## src/rtl/dds_pkg.sv

```systemverilog
// Shared types and default widths for the DDS sweep sequencer and the DDS core.
package dds_pkg;

  typedef enum logic [1:0] {
    IDLE  = 2'd0,
    START = 2'd1,
    SWEEP = 2'd2,
    DONE  = 2'd3
  } state_t;

  localparam int DDS_M   = 24;
  localparam int DWELL_D = 16;

endpackage

```

## src/rtl/dds_dwell_cnt.sv

```systemverilog
// Dwell counter: counts 0..limit while enabled and flags the terminal count.
module dds_dwell_cnt
  import dds_pkg::*;
#(
  parameter int D = DWELL_D
) (
  input  logic         clk,
  input  logic         rst_n,
  input  logic         clr,
  input  logic         en,
  input  logic [D-1:0] limit,
  output logic         tc
);

  logic [D-1:0] cnt_r;

  // Terminal count is only meaningful while the counter is running
  always_comb begin
    tc = en && (cnt_r == limit);
  end

  // Counter register, wraps to zero on the terminal count
  always_ff @(posedge clk or negedge rst_n) begin
    if (!rst_n) begin
      cnt_r <= {D{1'b0}};
    end else if (clr) begin
      cnt_r <= {D{1'b0}};
    end else if (en) begin
      if (tc) begin
        cnt_r <= {D{1'b0}};
      end else begin
        cnt_r <= cnt_r + {{(D-1){1'b0}}, 1'b1};
      end
    end
  end

endmodule

```

## src/rtl/dds_sweep_ctrl.sv

```systemverilog
// Linear frequency-sweep sequencer driving all control inputs of the DDS core.
// Optional continuous mode: define DDS_SWEEP_LOOP_EN.
module dds_sweep_ctrl
  import dds_pkg::*;
#(
  parameter int M = DDS_M,
  parameter int D = DWELL_D
) (
  input  logic         clk,
  input  logic         rst_n,
  input  logic         start,
  input  logic         abort,
  input  logic [M-1:0] p_start,
  input  logic [M-1:0] p_stop,
  input  logic [M-1:0] p_step,
  input  logic [D-1:0] dwell,
  output logic [M-1:0] dds_p,
  output logic         dds_rst_ac,
  output logic         dds_ena_ac,
  output logic         dds_val_in,
  output logic         busy,
  output logic         done
);

  state_t       state_r;
  logic [M-1:0] p_start_r;
  logic [M-1:0] p_stop_r;
  logic [M-1:0] p_step_r;
  logic [D-1:0] dwell_r;
  logic [M-1:0] cur_p_r;
  logic [M:0]   sum_s;
  logic [M-1:0] next_p_s;
  logic         last_step_s;
  logic         cnt_en_s;
  logic         cnt_clr_s;
  logic         tc_s;
`ifdef DDS_SWEEP_LOOP_EN
  logic         restart_r;
`endif

  // Next increment, clamped at p_stop so it can neither overshoot nor wrap
  always_comb begin
    sum_s = {1'b0, cur_p_r} + {1'b0, p_step_r};
    if (sum_s > {1'b0, p_stop_r}) begin
      next_p_s = p_stop_r;
    end else begin
      next_p_s = sum_s[M-1:0];
    end
    last_step_s = (cur_p_r >= p_stop_r) || (p_step_r == {M{1'b0}});
    cnt_en_s    = (state_r == SWEEP) && !abort;
    cnt_clr_s   = !cnt_en_s;
  end

  dds_dwell_cnt #(.D(D)) u_dwell_cnt (
    .clk   (clk),
    .rst_n (rst_n),
    .clr   (cnt_clr_s),
    .en    (cnt_en_s),
    .limit (dwell_r),
    .tc    (tc_s)
  );

  // Sequencer FSM; outputs are registered from the current state
  always_ff @(posedge clk or negedge rst_n) begin
    if (!rst_n) begin
      state_r    <= IDLE;
      p_start_r  <= {M{1'b0}};
      p_stop_r   <= {M{1'b0}};
      p_step_r   <= {M{1'b0}};
      dwell_r    <= {D{1'b0}};
      cur_p_r    <= {M{1'b0}};
      dds_p      <= {M{1'b0}};
      dds_rst_ac <= 1'b0;
      dds_ena_ac <= 1'b0;
      dds_val_in <= 1'b0;
      busy       <= 1'b0;
      done       <= 1'b0;
`ifdef DDS_SWEEP_LOOP_EN
      restart_r  <= 1'b0;
`endif
    end else if (abort && (state_r != IDLE)) begin
      state_r    <= IDLE;
      dds_p      <= {M{1'b0}};
      dds_rst_ac <= 1'b0;
      dds_ena_ac <= 1'b0;
      dds_val_in <= 1'b0;
      busy       <= 1'b0;
      done       <= 1'b0;
`ifdef DDS_SWEEP_LOOP_EN
      restart_r  <= 1'b0;
`endif
    end else begin
      case (state_r)
        IDLE: begin
          dds_p      <= {M{1'b0}};
          dds_rst_ac <= 1'b0;
          dds_ena_ac <= 1'b0;
          dds_val_in <= 1'b0;
          busy       <= 1'b0;
          done       <= 1'b0;
          if (start) begin
            p_start_r <= p_start;
            p_stop_r  <= p_stop;
            p_step_r  <= p_step;
            dwell_r   <= dwell;
            state_r   <= START;
          end
        end
        START: begin
          cur_p_r    <= p_start_r;
          dds_p      <= p_start_r;
          dds_rst_ac <= 1'b1;
          dds_ena_ac <= 1'b0;
          dds_val_in <= 1'b0;
          busy       <= 1'b1;
`ifdef DDS_SWEEP_LOOP_EN
          done       <= restart_r;
          restart_r  <= 1'b0;
`else
          done       <= 1'b0;
`endif
          state_r    <= SWEEP;
        end
        SWEEP: begin
          dds_p      <= cur_p_r;
          dds_rst_ac <= 1'b0;
          dds_ena_ac <= 1'b1;
          dds_val_in <= 1'b1;
          busy       <= 1'b1;
          done       <= 1'b0;
          if (tc_s) begin
            if (last_step_s) begin
`ifdef DDS_SWEEP_LOOP_EN
              restart_r <= 1'b1;
              state_r   <= START;
`else
              state_r   <= DONE;
`endif
            end else begin
              cur_p_r <= next_p_s;
            end
          end
        end
        DONE: begin
          dds_p      <= cur_p_r;
          dds_rst_ac <= 1'b0;
          dds_ena_ac <= 1'b0;
          dds_val_in <= 1'b0;
          busy       <= 1'b0;
          done       <= 1'b1;
          state_r    <= IDLE;
        end
        default: begin
          state_r    <= IDLE;
          dds_p      <= {M{1'b0}};
          dds_rst_ac <= 1'b0;
          dds_ena_ac <= 1'b0;
          dds_val_in <= 1'b0;
          busy       <= 1'b0;
          done       <= 1'b0;
        end
      endcase
    end
  end

endmodule

```

## config.mk

```make
export PLATFORM = sky130hd
export DESIGN_NAME = dds_sweep_ctrl
export DESIGN_NICKNAME = d
export VERILOG_FILES = /design/src/rtl/dds_pkg.sv /design/src/rtl/dds_dwell_cnt.sv /design/src/rtl/dds_sweep_ctrl.sv
export SDC_FILE = /design/constraint.sdc
export NUM_CORES = 1
export LEC_CHECK = 0
export BUFFER_PORTS_ARGS = -buffer_cell sky130_fd_sc_hd__buf_2
export CAP_MARGIN = 20
export CORE_UTILIZATION = 55
export DETAILED_ROUTE_END_ITERATION = 16
export PLACE_DENSITY = 0.76
export SYNTH_ARGS = -nofsm -noshare
export SYNTH_HDL_FRONTEND = slang
export SYNTH_SLANG_ARGS = --single-unit
```

## constraint.sdc

```tcl
create_clock -name clk -period 11.8 [get_ports clk]
set_clock_uncertainty 0.15 [all_clocks]
set_input_delay 3.54 -clock clk [delete_from_list [all_inputs] [get_ports clk]]
set_output_delay 3.54 -clock clk [all_outputs]
set_load 0.01 [all_outputs]
```

* Word level (Yosys, flattened, before mapping)
Cells that the tools add are included.
** Operators by class
- Order comparisons :: 2
- $add $sub $neg :: 2
- Equal/unequal tests :: 9
- Multiplexer cells :: 21
- Bitwise operators :: 1
- Reduce and logical (&&, ||, !) cells :: 18
** Operators by type and width (number)
- $mux W24 :: 4
- $pmux W24 S3 :: 1
- $pmux W24 S2 :: 1
- $mux W16 :: 2
- $add A24 B24 Y25 :: 1
- $gt A25 B24 Y1 :: 1
- $ge A24 B24 Y1 :: 1
- $logic_not A24 Y1 :: 1
- $add A16 B1 Y16 const B :: 1
- $eq A16 B16 Y1 :: 1
- $reduce_or A3 Y1 :: 3
- $mux W2 :: 4
- $pmux W1 S2 :: 4
- $pmux W2 S4 :: 1
- $ne A3 B2 Y1 const B :: 2
- $reduce_and A3 Y1 :: 2
- $reduce_or A2 Y1 :: 3
- $eq A2 B2 Y1 const B :: 2
- $mux W1 :: 4
- $ne A2 B2 Y1 const B :: 2
- $reduce_and A4 Y1 :: 1
- $reduce_bool A2 Y1 :: 2
- $logic_and A1 B1 Y1 :: 3
- $ne A3 B3 Y1 const B :: 1
- other kinds (5) :: 5
** Word-level totals
- Bits of input ports :: 92
- Register bits :: 158
- Logic and storage cells :: 65
- Output and inout port bits :: 29

* Depth between registers and ports, before layout
Gate-level depths: netlist of the first run.
- Depth after elaboration :: 6
- Depth in mapped cells :: 18
- Mapped depth without buffers :: 17

* Cells and area by module
A second synthesis of the first run with hierarchy kept.
** Unflattened totals
- Cell total of the unflattened synthesis :: 876
- Area total of the unflattened synthesis :: 9287.7 sq um
** Modules (own cells, without submodules)
- dds_sweep_ctrl :: cells each 754, area an instance 8200.4 sq um, instances 1
- dds_dwell_cnt :: cells each 122, area an instance 1087.3 sq um, instances 1

* Worst setup path after synthesis of the first run
No wires, ideal clock.
- Path type :: input to register
- From :: input abort
- To :: register cur_p_r[10]
- Stages :: 7
- Library setup time :: 0.125 ns
- Arrival :: 4.966 ns
- Setup slack :: 6.559 ns
- Cell sequence :: inv_1 nand2_1 or4_4 nand3b_4 o21ai_4 buf_12 mux2_4
** On the way
- Word-level cells in the longest chain between the ends :: 5
- Elaborated cells between the ends (all ways) :: 7
- Those cells by class :: 1 x eq/ne; 1 x bitwise; 5 x reduce/logical
** RTL lines
- start, declared :: RTL line dds_sweep_ctrl.sv:12 : input logic abort,
- $logic_not A1 Y1 :: RTL line dds_sweep_ctrl.sv:50 : cnt_en_s = (state_r == SWEEP) && !abort;
- $logic_and A1 B1 Y1 :: RTL line dds_sweep_ctrl.sv:50
- $logic_and A1 B1 Y1 :: RTL line dds_dwell_cnt.sv:19 : tc = en && (cnt_r == limit);
- $ne A2 B2 Y1 (no line)
- $reduce_and A4 Y1 (no line) *
- end signal, assigned :: RTL line dds_sweep_ctrl.sv:71 : cur_p_r <= {M{1'b0}};
- end signal, assigned :: RTL line dds_sweep_ctrl.sv:110 : cur_p_r <= p_start_r;
- end signal, assigned :: RTL line dds_sweep_ctrl.sv:140 : cur_p_r <= next_p_s;
- end, declared :: RTL line dds_sweep_ctrl.sv:30 : logic [M-1:0] cur_p_r;
Every way passes the cells marked *; elsewhere a longest branch is shown, timed or not.
A chain may end at the register's enable or synchronous reset.

* Worst setup path after layout of the first run
- From :: register cur_p_r[1]
- To :: register cur_p_r[19]
** On the way
- Word-level cells in the longest chain between the ends :: 6
- Elaborated cells between the ends (all ways) :: 10
- Those cells by class :: 1 x add/sub; 2 x order compare; 1 x eq/ne; 4 x mux; 2 x reduce/logical
** RTL lines
- $add A24 B24 Y25 :: RTL line dds_sweep_ctrl.sv:43 : sum_s = {1'b0, cur_p_r} + {1'b0, p_step_r};
- $gt A25 B24 Y1 :: RTL line dds_sweep_ctrl.sv:44 : if (sum_s > {1'b0, p_stop_r}) begin
- $mux W24 :: RTL line dds_sweep_ctrl.sv:44
- $mux W24 :: RTL line dds_sweep_ctrl.sv:132 : if (last_step_s) begin
- $mux W24 :: RTL line dds_sweep_ctrl.sv:131 : if (tc_s) begin
- $pmux W24 S2 :: RTL line dds_sweep_ctrl.sv:93 : case (state_r)
Parallel ways exist; a longest one is shown, timed or not. The select of a mux whose other input is x is not followed.

==> reports/results.tsv, run 1 <==
metric	value	unit
Hold Fails Final Rpt	0	
Syn Inst Count	887	
most common cell after layout, fill and taps aside	dfrtp_1	
fin crit share	44.99	%
drt drc	0	
maxcap violations	0	
GPL Wtd Cong	0.9182	
fin nets	1168	
Slew HR	33.61	%
Yosys cell types	72	
Crit path required time	11.99	ns
Slew @ Worst Pin	0.9921	ns
R2R Path Start	cur_p_r[1]$_DFFE_PN0P_	
Syn. warnings	0	
most frequent cells in the layout	dfrtp_1, buf_2, mux2_2	
setup repair after global routing missed its margin	false	
Via-to-Cell Ratio	5.928	
Max Clk Rate	188.4	MHz
largest fanout on the critical path	17	
I/O Buffers	120	
worst hold path class	reg -> reg	
status	finished, final reports clean	
Critical Path AT	5.50	ns
Die X	132.5	um
reg2reg path depth	17	
worst-case clock buffer depth	2	
CTS sink cnt	158	
initial DRC count	519	
largest net degree at the start of global routing	95	
layout cell share with drive strength beyond 1	28.02	%
Slew Viols, Final	0	
Avg WL per Cell	18.46	um
Initial Util	56.44	%
post-route setup TNS	0	ns
Synth Flop Type	dfrtp_1	
Synth area leader	dfrtp_1	
Post-synth ARST share	100.0	%
core area	0.01658	mm2
insertion delay to the later sink of the worst-skew pair	0.44	ns
final setup violation count	0	
I/O pin count	121	
WHS	0.3607	ns
post-layout instance area	0.01073	mm2
H-tree depth	4	
top post-synthesis cells by area	dfrtp_1, mux2_2, ha_1	
fillcell total	1346	
worst setup path startpoint	cur_p_r[1]$_DFFE_PN0P_	
total CTS buffers	17	
via count	7292	
post-synthesis sequential area ratio	42.24	%
R2R setup slack	6.49	ns
CTS Root Buffer Type	clkbuf_16	
post-CTS sizing	0	
Post-DP HPWL	16100	um
vias in the first global route	7273	
Layout area overhead	14.61	%
Placed Area	0.01012	mm2
Mapped Area	0.009360	mm2
first-pass GRT wire length	36970	um
WL final	22710	um
final global-route overflow total	0	
GRT Total Usage	27.19	%
WS Path Type	reg -> reg	
share of the synthesized area in the top cell type	42.24	%
syn nets	1058	
Worst Setup EP	cur_p_r[19]$_DFFE_PN0P_	
placement row count	47	
Yosys reg bits	158	
FF-to-FF End	cur_p_r[19]$_DFFE_PN0P_	
Post-CTS Setup Bufs	0	
Die Area	0.01754	mm2
die height	132.5	um
Tmin final	5.309	ns
Critical Path Source Type	register	
initial antenna violation count	1	
hold_buf cts	0	
DR pass1 iterations	7	
Mean Syn Cell Area	10.55	um2
Setup crit end kind	register	
CTS tree	built	
# diodes	0	
CTS clk-pin slew, worst paths	0.07	ns
Detail Route Antenna Nets	0	
EDFF count, synth	0	
## worst min-delay path by stage
| stage | slack, ns | cells past startpoint | startpoint | to |
|---|---|---|---|---|
| 3_3_place_gp | 0.34 | 1 | p_stop_r[9]$_DFFE_PN0P_ | p_stop_r[9]$_DFFE_PN0P_ |
| 5_1_grt | 0.38 | 1 | p_stop_r[20]$_DFFE_PN0P_ | p_stop_r[20]$_DFFE_PN0P_ |
| 2_1_floorplan | 0.33 | 1 | p_stop_r[14]$_DFFE_PN0P_ | p_stop_r[14]$_DFFE_PN0P_ |
| 4_1_cts | 0.36 | 1 | p_stop_r[20]$_DFFE_PN0P_ | p_stop_r[20]$_DFFE_PN0P_ |
| 3_5_place_dp | 0.34 | 1 | p_stop_r[15]$_DFFE_PN0P_ | p_stop_r[15]$_DFFE_PN0P_ |
| 6_report | 0.36 | 1 | p_stop_r[21]$_DFFE_PN0P_ | p_stop_r[21]$_DFFE_PN0P_ |
## critical path, cell delays in order, from the launching register on
cell      delay [ns]
dfrtp_1         0.45
ha_1            0.32
a211oi_1        0.41
o211ai_2        0.17
a31oi_2         0.32
a211o_1         0.24
a211oi_1        0.10
or3_1           0.39
and2_1          0.17
ha_1            0.28
o21a_1          0.17
o21a_1          0.16
o21ai_0         0.33
nand2_1         0.13
o211a_1         0.48
nor2_2          0.54
a211oi_1        0.15
o31ai_1         0.24
## sequential cells by signal, summed over array words and instances, names as in the netlist, 2 cells and up
register	cells
state_r	2
cur_p_r	24
dwell_r	16
u_dwell_cnt.cnt_r	16
p_stop_r	24
p_step_r	24
dds_p	24
p_start_r	24
## through the flow
step	util, %	setup slack, ns	instances
2_1_floorplan	-	6.559	887
3_3_place_gp	60.93	6.194	1197
3_5_place_dp	61.02	6.146	1198
4_1_cts	64.69	6.548	1230
5_1_grt	64.69	6.249	1230
6_report	64.69	6.491	1230
## final cells by class
class / count / area [um2] / share of cell area [%]
flip-flops and latches: 158 / 3954 / 36.86
inverters: 38 / 142.6 / 1.330
clock inverters: 12 / 161.4 / 1.505
multi-input cells: 656 / 5089 / 47.43
well taps: 220 / 275.3 / 2.566
repair buffers: 126 / 659.4 / 6.146
clock buffers: 20 / 446.7 / 4.164
## Yosys cell counts (2+ instances only)
library cell and instances:
nand3_1 24, o22ai_1 3, xnor2_1 15, and2_1 8, a211oi_1 14, a21oi_1 41
nand4_1 14, inv_1 38, ha_1 78, and3_1 7, o22a_1 2, a31oi_1 21
nand2_1 46, mux2_2 92, nand2b_1 3, nor3_1 6, xor2_1 28, buf_4 2
buf_1 7, nor4_1 11, clkbuf_1 18, nor2_1 79, mux2_4 9, o211ai_1 7
nor3b_1 3, o21a_1 6, a22oi_1 24, o21ai_1 5, or2_2 3, a211o_1 3
buf_2 4, dfrtp_1 158, nor2_2 2, a211oi_2 2, o31ai_1 4, a21o_1 17
o21ai_2 3, buf_6 3, o21ai_0 38, o2111ai_1 2, or3_1 6
## layer usage
metal	track usage, %	routed length, um	vias to the layer above
met5	0	12	-
met4	9.515	414	2
met3	4.713	1205	34
met2	44.68	10820	234
met1	36.37	10250	3548
li1	-	-	3474
## cell families after synthesis
family / Yosys count / synth area share (%)
AO/OA/AOI/OAI: 210 / 15.45
XOR/XNOR: 43 / 4.024
adder cells (fa/ha/maj): 79 / 10.64
buffers and inverters: 73 / 3.475
flip-flops: 158 / 42.24
multiplexers: 101 / 12.51
AND/OR/NAND/NOR: 223 / 11.66
Power of run 1 is not shown: default switching activity piles up to over one toggle a cycle in this logic, so the estimate is an artifact.
==> run 2, diff against run 1 <==
--- a/config.mk
+++ b/config.mk
@@ -7,9 +7,9 @@
 export LEC_CHECK = 0
 export BUFFER_PORTS_ARGS = -buffer_cell sky130_fd_sc_hd__buf_2
 export CAP_MARGIN = 20
-export CORE_UTILIZATION = 55
+export CORE_UTILIZATION = 53
 export DETAILED_ROUTE_END_ITERATION = 16
-export PLACE_DENSITY = 0.76
+export PLACE_DENSITY = 0.77
 export SYNTH_ARGS = -nofsm -noshare
 export SYNTH_HDL_FRONTEND = slang
 export SYNTH_SLANG_ARGS = --single-unit
==> constraint.sdc (replaced) <==
create_clock -name clk -period 4.35 [get_ports clk]
set_clock_uncertainty 0.15 [all_clocks]
set_input_delay 1.305 -clock clk [delete_from_list [all_inputs] [get_ports clk]]
set_output_delay 1.305 -clock clk [all_outputs]
set_load 0.01 [all_outputs]
==> reports/results.tsv, run 2 (synthesized netlist as in run 1, its figures left out) <==
metric	value	unit	change
largest fanout on the critical path	5		was 17
drt drc	0		unchanged
first-pass GRT wire length	40230	um	was 36970 um
worst hold endpoint	p_stop_r[2]$_DFFE_PN0P_		was p_stop_r[21]$_DFFE_PN0P_
reg2reg path depth	18		was 17
total CTS buffers	17		unchanged
H-tree depth	4		unchanged
core area	0.01730	mm2	was 0.01658 mm2
most frequent cells in the layout	dfrtp_1, buf_2, mux2_2		unchanged
fin crit share	106.9	%	was 44.99%
WHS Path Cells	1		unchanged
FF-to-FF End	cur_p_r[20]$_DFFE_PN0P_		was cur_p_r[19]$_DFFE_PN0P_
final global-route overflow total	0		unchanged
die height	134.9	um	was 132.5 um
# diodes	0		unchanged
R2R setup slack	-0.30	ns	was 6.49 ns
Slew @ Worst Pin	1.034	ns	was 0.9921 ns
initial DRC count	496		was 519
WHS	0.3581	ns	was 0.3607 ns
status	finished, violations left		was finished, final reports clean
Critical Path Source Type	register		unchanged
I/O Buffers	120		unchanged
largest net degree at the start of global routing	81		was 95
fillcell total	1342		was 1346
Setup crit end kind	register		unchanged
failing checks	negative setup slack		
Die Area	0.01820	mm2	was 0.01754 mm2
hold_buf cts	0		unchanged
Tmin final	4.650	ns	was 5.309 ns
initial antenna violation count	0		was 1
I/O pin count	121		unchanged
insertion delay to the later sink of the worst-skew pair	0.45	ns	was 0.44 ns
Slew Viols, Final	0		unchanged
Crit path required time	4.53	ns	was 11.99 ns
Via-to-Cell Ratio	5.912		was 5.928
setup repair after global routing missed its margin	true		was false
CTS tree	built		unchanged
most common cell after layout, fill and taps aside	dfrtp_1		unchanged
R2R Path Start	p_step_r[1]$_DFFE_PN0P_		was cur_p_r[1]$_DFFE_PN0P_
Layout area overhead	23.19	%	was 14.61%
Setup WS post-layout	-0.2999	ns	was 6.491 ns
Die X	134.9	um	was 132.5 um
maxcap violations	0		unchanged
CTS clk-pin slew, worst paths	0.07	ns	about the same
GPL Wtd Cong	0.9857		was 0.9182
final setup violation count	24		was 0
HP Start	p_stop_r[2]$_DFFE_PN0P_		was p_stop_r[21]$_DFFE_PN0P_
GRT Total Usage	28.83	%	was 27.19%
Max Clk Rate	215.1	MHz	was 188.4 MHz
fin nets	1249		was 1168
Slew HR	30.79	%	was 33.61%
Detail Route Antenna Nets	0		unchanged
Hold Fails Final Rpt	0		unchanged
Multi-input gate area	0.005243	mm2	was 0.005089 mm2
CTS Root Buffer Type	clkbuf_16		unchanged
via count	7774		was 7292
Post-DP HPWL	17560	um	was 16100 um
Avg WL per Cell	19.14	um	was 18.46 um
WS Path Type	reg -> reg		unchanged
Critical Path AT	4.83	ns	was 5.50 ns
layout cell share with drive strength beyond 1	35.96	%	was 28.02%
CTS sink cnt	158		unchanged
FF+latch area	0.003954	mm2	unchanged
placement row count	48		was 47
WL final	25160	um	was 22710 um
Initial Util	54.12	%	was 56.44%
worst-case clock buffer depth	2		unchanged
worst hold path class	reg -> reg		unchanged
DR pass1 iterations	5		was 7
vias in the first global route	7922		was 7273
[run 2: cell types whose count changed in the layout (fill, tap and decap cells not counted), moves of 3 or more]
cell and change:
a21oi_1 -3, a21oi_2 +3, buf_4 +74, buf_6 +4, o21ai_0 -20, o21ai_1 +10
o21ai_2 +10
[run 2: final cells by class]
type / instances / share of cell area (%)
clock buffers: 18 / 3.809
well taps: 225 / 2.441
inverters: 38 / 1.237
clock inverters: 13 / 1.356
multi-input cells: 656 / 45.46
repair buffers: 207 / 11.40
flip-flops and latches: 158 / 34.29
[run 2: how the worst max path moves through the flow]
stage	startpoint	to	slack, ns	depth (start not counted)
CTS	p_step_r[0]$_DFFE_PN0P_	cur_p_r[19]$_DFFE_PN0P_	-0.10	18
global route	p_step_r[0]$_DFFE_PN0P_	cur_p_r[20]$_DFFE_PN0P_	-0.45	19
finish	p_step_r[1]$_DFFE_PN0P_	cur_p_r[20]$_DFFE_PN0P_	-0.30	18
global placement	p_step_r[0]$_DFFE_PN0P_	cur_p_r[17]$_DFFE_PN0P_	-0.14	19
floorplan	p_step_r[0]$_DFFE_PN0P_	cur_p_r[13]$_DFFE_PN0P_	0.04	18
detailed placement	p_step_r[0]$_DFFE_PN0P_	cur_p_r[0]$_DFFE_PN0P_	-0.27	19
[run 2: through the flow]
step                      utilization [%]  setup TNS, ns  instances  setup WS [ns]  area [um2]
after CTS                           65.81         -1.534       1311        -0.1012       11380
final                               66.67         -4.840       1315        -0.2999       11530
after global routing                66.67         -8.677       1315        -0.4468       11530
after detailed placement            61.73         -4.801       1274        -0.2691       10680
after global placement              61.73         -2.419       1274        -0.1398       10680
after floorplan                         -              0        887        0.03788        9361
[run 2: repair_timing]
item,in CTS,in global routing
buffers inserted,6,5
pin swaps,7,26
resized for setup,21,39
gates cloned,0,0
setup endpoints to repair,24,24
[run 2: per-layer routing]
layer,wire length (um),GRT usage (%),vias to the layer above
li1,-,-,3623
met1,10790,36.84,3822
met2,12220,47.97,279
met3,1631,6.569,50
met4,529,10.17,0
met5,0,0,-
[run 2: worst max-delay path: stages (launching register included)]
cell and delay, ns:
dfrtp_1 0.42, ha_1 0.34, a211oi_2 0.32, o211ai_2 0.17
a31oi_4 0.22, a211o_1 0.19, a211oi_1 0.09, or3_1 0.39
and2_1 0.18, ha_1 0.30, o21a_1 0.19, o21a_1 0.16
o21ai_1 0.15, nand2_1 0.11, o211ai_1 0.41, buf_4 0.24
a21oi_2 0.05, a211o_1 0.28, a22o_1 0.17
Power of run 2 is left out for the same reason.
